**config.mk**
```make
export PLATFORM = sky130hd
export DESIGN_NAME = vga_sync_gen
export DESIGN_NICKNAME = d
export VERILOG_FILES = /design/src/rtl/vga_timing_pkg.sv /design/src/rtl/vga_tick_div.sv /design/src/rtl/vga_sync_gen.sv
export SDC_FILE = /design/constraint.sdc
export NUM_CORES = 1
export LEC_CHECK = 0
export CAP_MARGIN = 40
export CORE_MARGIN = 2
export CORE_UTILIZATION = 54
export DETAILED_ROUTE_END_ITERATION = 10
export GPL_ROUTABILITY_DRIVEN = 0
export PLACE_DENSITY = 0.83
export SLEW_MARGIN = 20
export SYNTH_ARGS = -nofsm -noshare
export SYNTH_HDL_FRONTEND = slang
export SYNTH_SLANG_ARGS = --single-unit
```
**constraint.sdc**
```tcl
create_clock -name clk -period 5.4 [get_ports clk]
set_input_delay 1.35 -clock clk [delete_from_list [all_inputs] [get_ports clk]]
set_output_delay 1.35 -clock clk [all_outputs]
set_load 0.02 [all_outputs]
```
**src/rtl/vga_timing_pkg.sv**
```systemverilog
// Shared VGA timing constants: default 640x480@60 geometry, derived totals and sync windows.
package vga_timing_pkg;

  localparam int unsigned COORD_W = 10;
  localparam int unsigned FRAME_W = 16;

  localparam int unsigned DEF_H_DISPLAY = 640;
  localparam int unsigned DEF_H_FRONT   = 16;
  localparam int unsigned DEF_H_SYNC    = 96;
  localparam int unsigned DEF_H_BACK    = 48;
  localparam int unsigned DEF_V_DISPLAY = 480;
  localparam int unsigned DEF_V_FRONT   = 10;
  localparam int unsigned DEF_V_SYNC    = 2;
  localparam int unsigned DEF_V_BACK    = 33;
  localparam int unsigned DEF_CLK_DIV   = 4;

  localparam int unsigned H_TOTAL = DEF_H_DISPLAY + DEF_H_FRONT + DEF_H_SYNC + DEF_H_BACK;
  localparam int unsigned V_TOTAL = DEF_V_DISPLAY + DEF_V_FRONT + DEF_V_SYNC + DEF_V_BACK;

  localparam int unsigned H_SYNC_START = DEF_H_DISPLAY + DEF_H_FRONT;
  localparam int unsigned H_SYNC_END   = H_SYNC_START + DEF_H_SYNC - 1;
  localparam int unsigned V_SYNC_START = DEF_V_DISPLAY + DEF_V_FRONT;
  localparam int unsigned V_SYNC_END   = V_SYNC_START + DEF_V_SYNC - 1;

  localparam int unsigned X_MAX = H_TOTAL - 1;
  localparam int unsigned Y_MAX = V_TOTAL - 1;

endpackage

```
**src/rtl/vga_tick_div.sv**
```systemverilog
// Divide-by-CLK_DIV counter producing a registered one-clk enable after each wrap.
module vga_tick_div #(
  parameter int unsigned CLK_DIV = 4
) (
  input  logic clk,
  input  logic reset,
  output logic tick
);

  localparam int unsigned CNT_W = (CLK_DIV > 1) ? $clog2(CLK_DIV) : 1;
  localparam logic [CNT_W-1:0] CNT_LAST = CNT_W'(CLK_DIV - 1);

  logic [CNT_W-1:0] div_cnt;

  always_ff @(posedge clk) begin
    if (!reset) begin
      div_cnt <= '0;
      tick    <= 1'b0;
    end else begin
      tick    <= (div_cnt == CNT_LAST);
      div_cnt <= (div_cnt == CNT_LAST) ? '0 : div_cnt + CNT_W'(1);
    end
  end

endmodule

```
**src/rtl/vga_sync_gen.sv**
```systemverilog
// VGA raster timing: pixel tick, x/y counters, active-low syncs and video_on.
// Optional frame counter output enabled by defining VGA_FRAME_CNT_EN.
module vga_sync_gen
  import vga_timing_pkg::*;
#(
  parameter int unsigned H_DISPLAY = DEF_H_DISPLAY,
  parameter int unsigned H_FRONT   = DEF_H_FRONT,
  parameter int unsigned H_SYNC    = DEF_H_SYNC,
  parameter int unsigned H_BACK    = DEF_H_BACK,
  parameter int unsigned V_DISPLAY = DEF_V_DISPLAY,
  parameter int unsigned V_FRONT   = DEF_V_FRONT,
  parameter int unsigned V_SYNC    = DEF_V_SYNC,
  parameter int unsigned V_BACK    = DEF_V_BACK,
  parameter int unsigned CLK_DIV   = DEF_CLK_DIV
) (
  input  logic               clk,
  input  logic               reset,
  output logic               hsync,
  output logic               vsync,
  output logic               video_on,
  output logic               p_tick,
  output logic [COORD_W-1:0] x,
  output logic [COORD_W-1:0] y
`ifdef VGA_FRAME_CNT_EN
  ,
  output logic [FRAME_W-1:0] frame_cnt
`endif
);

  localparam int unsigned H_TOT = H_DISPLAY + H_FRONT + H_SYNC + H_BACK;
  localparam int unsigned V_TOT = V_DISPLAY + V_FRONT + V_SYNC + V_BACK;

  localparam logic [COORD_W-1:0] X_LAST   = COORD_W'(H_TOT - 1);
  localparam logic [COORD_W-1:0] Y_LAST   = COORD_W'(V_TOT - 1);
  localparam logic [COORD_W-1:0] X_VIS    = COORD_W'(H_DISPLAY);
  localparam logic [COORD_W-1:0] Y_VIS    = COORD_W'(V_DISPLAY);
  localparam logic [COORD_W-1:0] HS_START = COORD_W'(H_DISPLAY + H_FRONT);
  localparam logic [COORD_W-1:0] HS_END   = COORD_W'(H_DISPLAY + H_FRONT + H_SYNC - 1);
  localparam logic [COORD_W-1:0] VS_START = COORD_W'(V_DISPLAY + V_FRONT);
  localparam logic [COORD_W-1:0] VS_END   = COORD_W'(V_DISPLAY + V_FRONT + V_SYNC - 1);

  logic [COORD_W-1:0] x_next;
  logic [COORD_W-1:0] y_next;

  vga_tick_div #(
    .CLK_DIV (CLK_DIV)
  ) u_tick_div (
    .clk   (clk),
    .reset (reset),
    .tick  (p_tick)
  );

  // Next raster position; x and y wrap together on the last pixel of a line.
  always_comb begin
    x_next = x;
    y_next = y;
    if (p_tick) begin
      if (x == X_LAST) begin
        x_next = '0;
        y_next = (y == Y_LAST) ? '0 : y + COORD_W'(1);
      end else begin
        x_next = x + COORD_W'(1);
      end
    end
  end

  // Syncs are decoded from next-state coordinates so they move on the same edge as x/y.
  always_ff @(posedge clk) begin
    if (!reset) begin
      x     <= '0;
      y     <= '0;
      hsync <= 1'b1;
      vsync <= 1'b1;
    end else begin
      x     <= x_next;
      y     <= y_next;
      hsync <= !((x_next >= HS_START) && (x_next <= HS_END));
      vsync <= !((y_next >= VS_START) && (y_next <= VS_END));
    end
  end

  assign video_on = reset && (x < X_VIS) && (y < Y_VIS);

`ifdef VGA_FRAME_CNT_EN
  always_ff @(posedge clk) begin
    if (!reset) begin
      frame_cnt <= '0;
    end else if (p_tick && (x == X_LAST) && (y == Y_LAST)) begin
      frame_cnt <= frame_cnt + FRAME_W'(1);
    end
  end
`endif

endmodule

```
==> results.py, run 1 <==
metrics = {
    "run_status": {
        "status": "finished, final reports clean",
    },
    "layout": {
        "drive_gt1_share_pct": 4.070,
        "stdcell_count": 200,
        "postLayoutCellArea_um2": 1584,
        "nets": 179,
        "area_growth_pct": 22.20,
        "antennaDiodeCount": 0,
    },
    "pwr": {
        "p_leak_nw": 0.5312,
        "pwr-share-seq_pct": 66.3,
        "p_comb_share_pct": 4.3,
        "pwr-share-clk_pct": 29.4,
        "irDropWorstVdd_mv": 0.1636,
        "internal_power_uw": 221.7,
        "swShare_pct": 22.25,
        "switchingPower_uw": 63.44,
        "power_density_nw_per_um2": 180.0,
    },
    "clock_tree": {
        "clk_latency_ns": 0.32,
        "cts_num_sinks": 25,
        "post_cts_resized": 0,
        "cts_root_buf": "clkbuf_4",
        "hold_buffers": 0,
        "cts_tree": "done",
        "cts_made_buffers": 3,
        "clkTransAtPathRegs_ns": 0.13,
        "clock_path_buffers": 2,
        "cts-htree-levels": 1,
        "postCtsSetupRepairBufs": 0,
    },
    "global_routing": {
        "antenna_found_initial": 0,
        "grt_pass1_vias": 982,
        "grt_max_degree": 16,
        "track_usage_pct": 21.25,
        "grt-ovfl-total": 0,
        "grt_first_pass_wirelength_mm": 4.395,
    },
    "drt": {
        "dr.pass1.iters": 4,
        "detail-route-antenna-nets": 0,
        "drtIter0Drc": 37,
        "drcViolationCount": 0,
        "via_count": 1168,
        "wl_mm": 2.820,
        "vias_per_cell": 5.840,
        "wl_per_cell_um": 14.10,
    },
    "timing": {
        "fin_skew_ns": 0.006222,
        "period_needed_ns": 4.331,
        "final_hold_viol_count": 0,
        "fmax_mhz": 230.9,
        "finalSetupViolations": 0,
        "slew_violations": 0,
        "post-route-period-util_pct": 80.20,
        "rsz0062_at_grt": "false",
        "tightestPinTransition_ns": 0.6983,
        "setup_tns_ns": 0,
        "slew-limit-headroom_pct": 53.09,
    },
    "critical_path": {
        "cpMaxStageDelayCell": "clkdlybuf4s50_1",
        "required_ns": 4.05,
        "slowest_delay_ns": 0.76,
        "arrival_ns": 2.98,
        "path_cells": "clkdlybuf4s50_1 > and4b_1 > clkdlybuf4s50_1",
        "crit_top_cell": "clkdlybuf4s50_1",
        "criticalPathCategory": "in2out",
        "worstSetupEndpointType": "primary output",
        "cp_max_fo": 15,
        "cp_num_buf_inv": 2,
        "cp_top_family": "buffers and inverters",
        "startpoint_type": "primary input",
    },
    "synth": {
        "netlist_instances": 149,
        "synth_edf_count": 0,
        "yosysTopAreaCell": "dfxtp_1",
        "synth_area_per_cell_um2": 8.700,
        "synth_ff_type": "dfxtp_1",
        "synth_compound_area_share_pct": 11.78,
        "seq_area_frac_synth_pct": 38.61,
        "yosys.area_share.xor_xnor_pct": 8.784,
        "synthMuxAreaShare_pct": 1.544,
        "synth-simple-area-share_pct": 32.43,
        "synth_cell_types": 41,
        "ys_warn_count": 0,
        "syn_area_um2": 1296,
        "synth_top_family_by_area": "simple AND/OR/NAND/NOR gates",
        "ys_top_cells_by_area": "dfxtp_1 39%, xnor2_1 6.1%, nand2_1 4.3%",
        "synth_top_area_share_pct": 38.61,
        "synth_fa_ha_area_share_pct": 3.861,
        "syn-num-nets": 155,
        "ys_ff_latch": 25,
        "async_reset_ff_share_pct": 0,
    },
    "floorplanning": {
        "rows": 17,
        "die_y_um": 53.00,
        "core_um2": 2233,
        "dieArea_um2": 2808,
        "ios": 26,
        "die_w_um": 53.00,
        "start_util_pct": 58.04,
    },
    "flow_run": {
        "maxCapViolCount": 0,
    },
    "placement": {
        "placedCellCount": 196,
        "place_area_um2": 1558,
        "dp_hpwl_mm": 2.045,
        "io_buffers": 25,
    },
    "worst_hold_path": {
        "hp-class": "reg2reg",
    },
}
## per-layer routing
layer | share of wire (%) | global-route usage (%) | routed length, um | vias up
li1 | - | - | - | 587
met1 | 49 | 29.74 | 1368 | 547
met2 | 46 | 32.08 | 1297 | 32
met3 | 4.9 | 2.542 | 137 | 2
met4 | 0.60 | 10.26 | 17 | 0
met5 | 0 | 0 | 0 | -
## sequential cells by signal (all words and copies together), names as in the netlist
signal              count
y                      10
vsync                   1
u_tick_div.div_cnt      2
x                      10
u_tick_div.tick         1
hsync                   1
## power groups by stage
stage	Combinational, mW	Sequential, mW	Clock, mW
5_1_grt	0.0138	0.189	0.0939
6_report	0.0122	0.189	0.0838
3_5_place_dp	0.0123	0.193	0
2_1_floorplan	0.00625	0.193	0
3_3_place_gp	0.0111	0.193	0
4_1_cts	0.0124	0.189	0.0859
## cell usage in the layout, fill, tap and decap left out, types with 4 or more instances in the layout
cell type / count
o21ai_0: 4
nand2_1: 15
and2_1: 5
nand3_1: 7
ha_1: 4
dfxtp_1: 25
nor4_1: 4
nor2_1: 14
inv_1: 4
xor2_1: 4
nand4_1: 7
xnor2_1: 9
clkdlybuf4s50_1: 25
nor3_1: 4
## per-stage QoR
stage,setup WS [ns],power [mW],hold slack [ns],utilization [%]
floorplan,2.414,0.1995,0.4046,-
global placement,1.130,0.2037,0.4108,69.75
detailed placement,1.101,0.2054,0.4383,69.75
CTS,1.088,0.2874,0.4568,70.92
global route,0.9783,0.2971,0.4775,70.92
finish,1.069,0.2851,0.4514,70.92
## logic make-up after synthesis
group,after synthesis
buf+inv,10
fa+ha+maj,4
compound gates,21
flops,25
simple gates,74
xor+xnor,13
mux,2
## Yosys cell counts (2+ instances only)
master	number
nor2b_1	3
and2_1	5
and4_1	3
nor3_1	4
ha_1	4
nor4_1	4
and4b_1	2
xor2_1	4
a21oi_1	2
nand2_1	15
xnor2_1	9
a21boi_0	3
nand4_1	7
inv_1	4
o31ai_1	3
nand3_1	7
mux2i_1	2
dfxtp_1	25
clkbuf_1	5
nor2_1	14
o21ai_0	4
## worst paths after layout
kind	start	endpoint	slack, ns	depth (start not counted)
worst max-delay path	reset	video_on	1.07	3
worst min-delay path	u_tick_div.div_cnt[0]$_SDFF_PP0_	u_tick_div.div_cnt[0]$_SDFF_PP0_	0.45	1
worst max register to register	x[0]$_SDFF_PN0_	vsync$_SDFF_PN1_	2.88	6
worst min register to register	u_tick_div.div_cnt[0]$_SDFF_PP0_	u_tick_div.div_cnt[0]$_SDFF_PP0_	0.45	1
## area by class of cell
cell class | count | area (um^2)
Tap cell | 28 | 35.03
Inverter | 4 | 15.01
Sequential cell | 25 | 500.5
Clock buffer | 4 | 26.28
Timing Repair Buffer | 25 | 250.2
Fill cell | 185 | 649.4
Multi-Input combinational cell | 114 | 757.0
(Power assumes the default switching activity.)
==> inputs of run 2 (changes only) <==
Settings changed: CORE_UTILIZATION 54 to 45, PLACE_DENSITY 0.83 to 0.74.
Clock period 5.4 ns to 3.7 ns, I/O delays scaled along.
==> results.py, run 2 (synthesized netlist as in run 1, its figures left out) <==
metrics = {
    "clock_tree": {
        "post_cts_resized": 0,
        "clkTransAtPathRegs_ns": 0.13,
        "cts_num_sinks": 25,
        "cts_root_buf": "clkbuf_4",
        "clock_path_buffers": 2,
        "cts-htree-levels": 1,
        "cts_made_buffers": 3,
        "clk_latency_ns": 0.33,
        "postCtsSetupRepairBufs": 0,
        "cts_tree": "done",
        "hold_buffers": 0,
    },
    "critical_path": {
        "arrival_ns": 2.19,
        "required_ns": 2.77,
        "criticalPathCategory": "in2out",
        "cp_max_fo": 2,
        "cpMaxStageDelayCell": "clkdlybuf4s50_1",
        "cp_num_buf_inv": 2,
        "worstSetupEndpointType": "primary output",
        "cp_top_family": "buffers and inverters",
        "crit_top_cell": "clkdlybuf4s50_1",
        "slowest_delay_ns": 0.59,
        "path_cells": "clkdlybuf4s50_1 > and4b_1 > clkdlybuf4s50_1",
        "startpoint_type": "primary input",
    },
    "worst_hold_path": {
        "hp-class": "reg2reg",
    },
    "timing": {
        "finalSetupViolations": 0,
        "whs_ns": 0.4417,
        "slew-limit-headroom_pct": 53.00,
        "slew_violations": 0,
        "fin_skew_ns": 0.006384,
        "fmax_mhz": 321.4,
        "post-route-period-util_pct": 84.10,
        "rsz0062_at_grt": "false",
        "period_needed_ns": 3.112,
        "final_hold_viol_count": 0,
        "tightestPinTransition_ns": 0.6976,
        "setup_tns_ns": 0,
    },
    "drt": {
        "drcViolationCount": 0,
        "wl_mm": 2.782,
        "vias_per_cell": 5.730,
        "dr.pass1.iters": 4,
        "detail-route-antenna-nets": 0,
        "via_count": 1169,
        "wl_per_cell_um": 13.64,
        "drtIter0Drc": 34,
    },
    "placement": {
        "dp_hpwl_mm": 1.983,
        "io_buffers": 25,
        "place_area_um2": 1569,
    },
    "floorplanning": {
        "ios": 26,
        "start_util_pct": 47.01,
        "die_y_um": 57.67,
        "die_w_um": 57.67,
        "rows": 19,
        "core_um2": 2758,
        "dieArea_um2": 3326,
    },
    "pwr": {
        "power_density_nw_per_um2": 263.0,
        "p_leak_nw": 0.5360,
        "irDropWorstVdd_mv": 0.2307,
    },
    "global_routing": {
        "antenna_found_initial": 0,
        "grt_max_degree": 15,
        "track_usage_pct": 18.31,
        "grt-ovfl-total": 0,
        "grt_pass1_vias": 1103,
        "grt_first_pass_wirelength_mm": 4.850,
    },
    "layout": {
        "drive_gt1_share_pct": 4.624,
        "nets": 180,
        "final_cell_mix": "25 x dfxtp_1, 25 x clkdlybuf4s50_1, 15 x nand2_1",
        "area_growth_pct": 23.07,
        "postLayoutCellArea_um2": 1595,
        "antennaDiodeCount": 0,
        "finalCoreUtilization_pct": 57.85,
        "reg.largest.list": "x: 10 flops, y: 10 flops, u_tick_div.div_cnt: 2 flops",
    },
    "flow_run": {
        "maxCapViolCount": 0,
    },
    "run_status": {
        "status": "finished, final reports clean",
    },
}
==> run 2: cell type report <==
| type | count | area (um^2) |
|---|---|---|
| well taps | 31 | 38.79 |
| fillers | 250 | 1162 |
| flip-flops and latches | 25 | 500.5 |
| clock buffers | 4 | 26.28 |
| inverters | 4 | 15.01 |
| repair buffers | 26 | 257.7 |
| multi-input cells | 114 | 757.0 |
==> run 2: path summary, 6_finish.rpt <==
| path | endpoint | start | slack [ns] | cells after the start |
|---|---|---|---|---|
| setup / recovery | video_on | reset | 0.59 | 3 |
| hold / removal | u_tick_div.div_cnt[0]$_SDFF_PP0_ | u_tick_div.div_cnt[0]$_SDFF_PP0_ | 0.44 | 1 |
| setup reg to reg | vsync$_SDFF_PN1_ | x[0]$_SDFF_PN0_ | 1.18 | 6 |
| hold reg to reg | u_tick_div.div_cnt[0]$_SDFF_PP0_ | u_tick_div.div_cnt[0]$_SDFF_PP0_ | 0.44 | 1 |
==> run 2: report_power, final <==
group / switching, mW / internal, mW / leakage, nW / total [mW]
combinational: 0.00876 / 0.00862 / 0.319 / 0.0174
clock: 0.0842 / 0.0423 / 0.0150 / 0.127
sequential: 0.00255 / 0.273 / 0.202 / 0.276
total: 0.0956 / 0.324 / 0.536 / 0.420
==> run 2: metal layers <==
metal  track usage, %  share of wire (%)
met5                0                  0
met4            7.641                1.5
met3            3.795                4.0
met2            28.73                 45
met1            24.61                 50
==> run 2: metrics by stage <==
step	instances	setup WS [ns]	power, mW
6_report	204	0.5882	0.4195
5_1_grt	204	0.5535	0.4362
4_1_cts	204	0.5884	0.4221
3_5_place_dp	200	0.5921	0.2991
3_3_place_gp	200	0.5986	0.2982
2_1_floorplan	149	1.316	0.2911
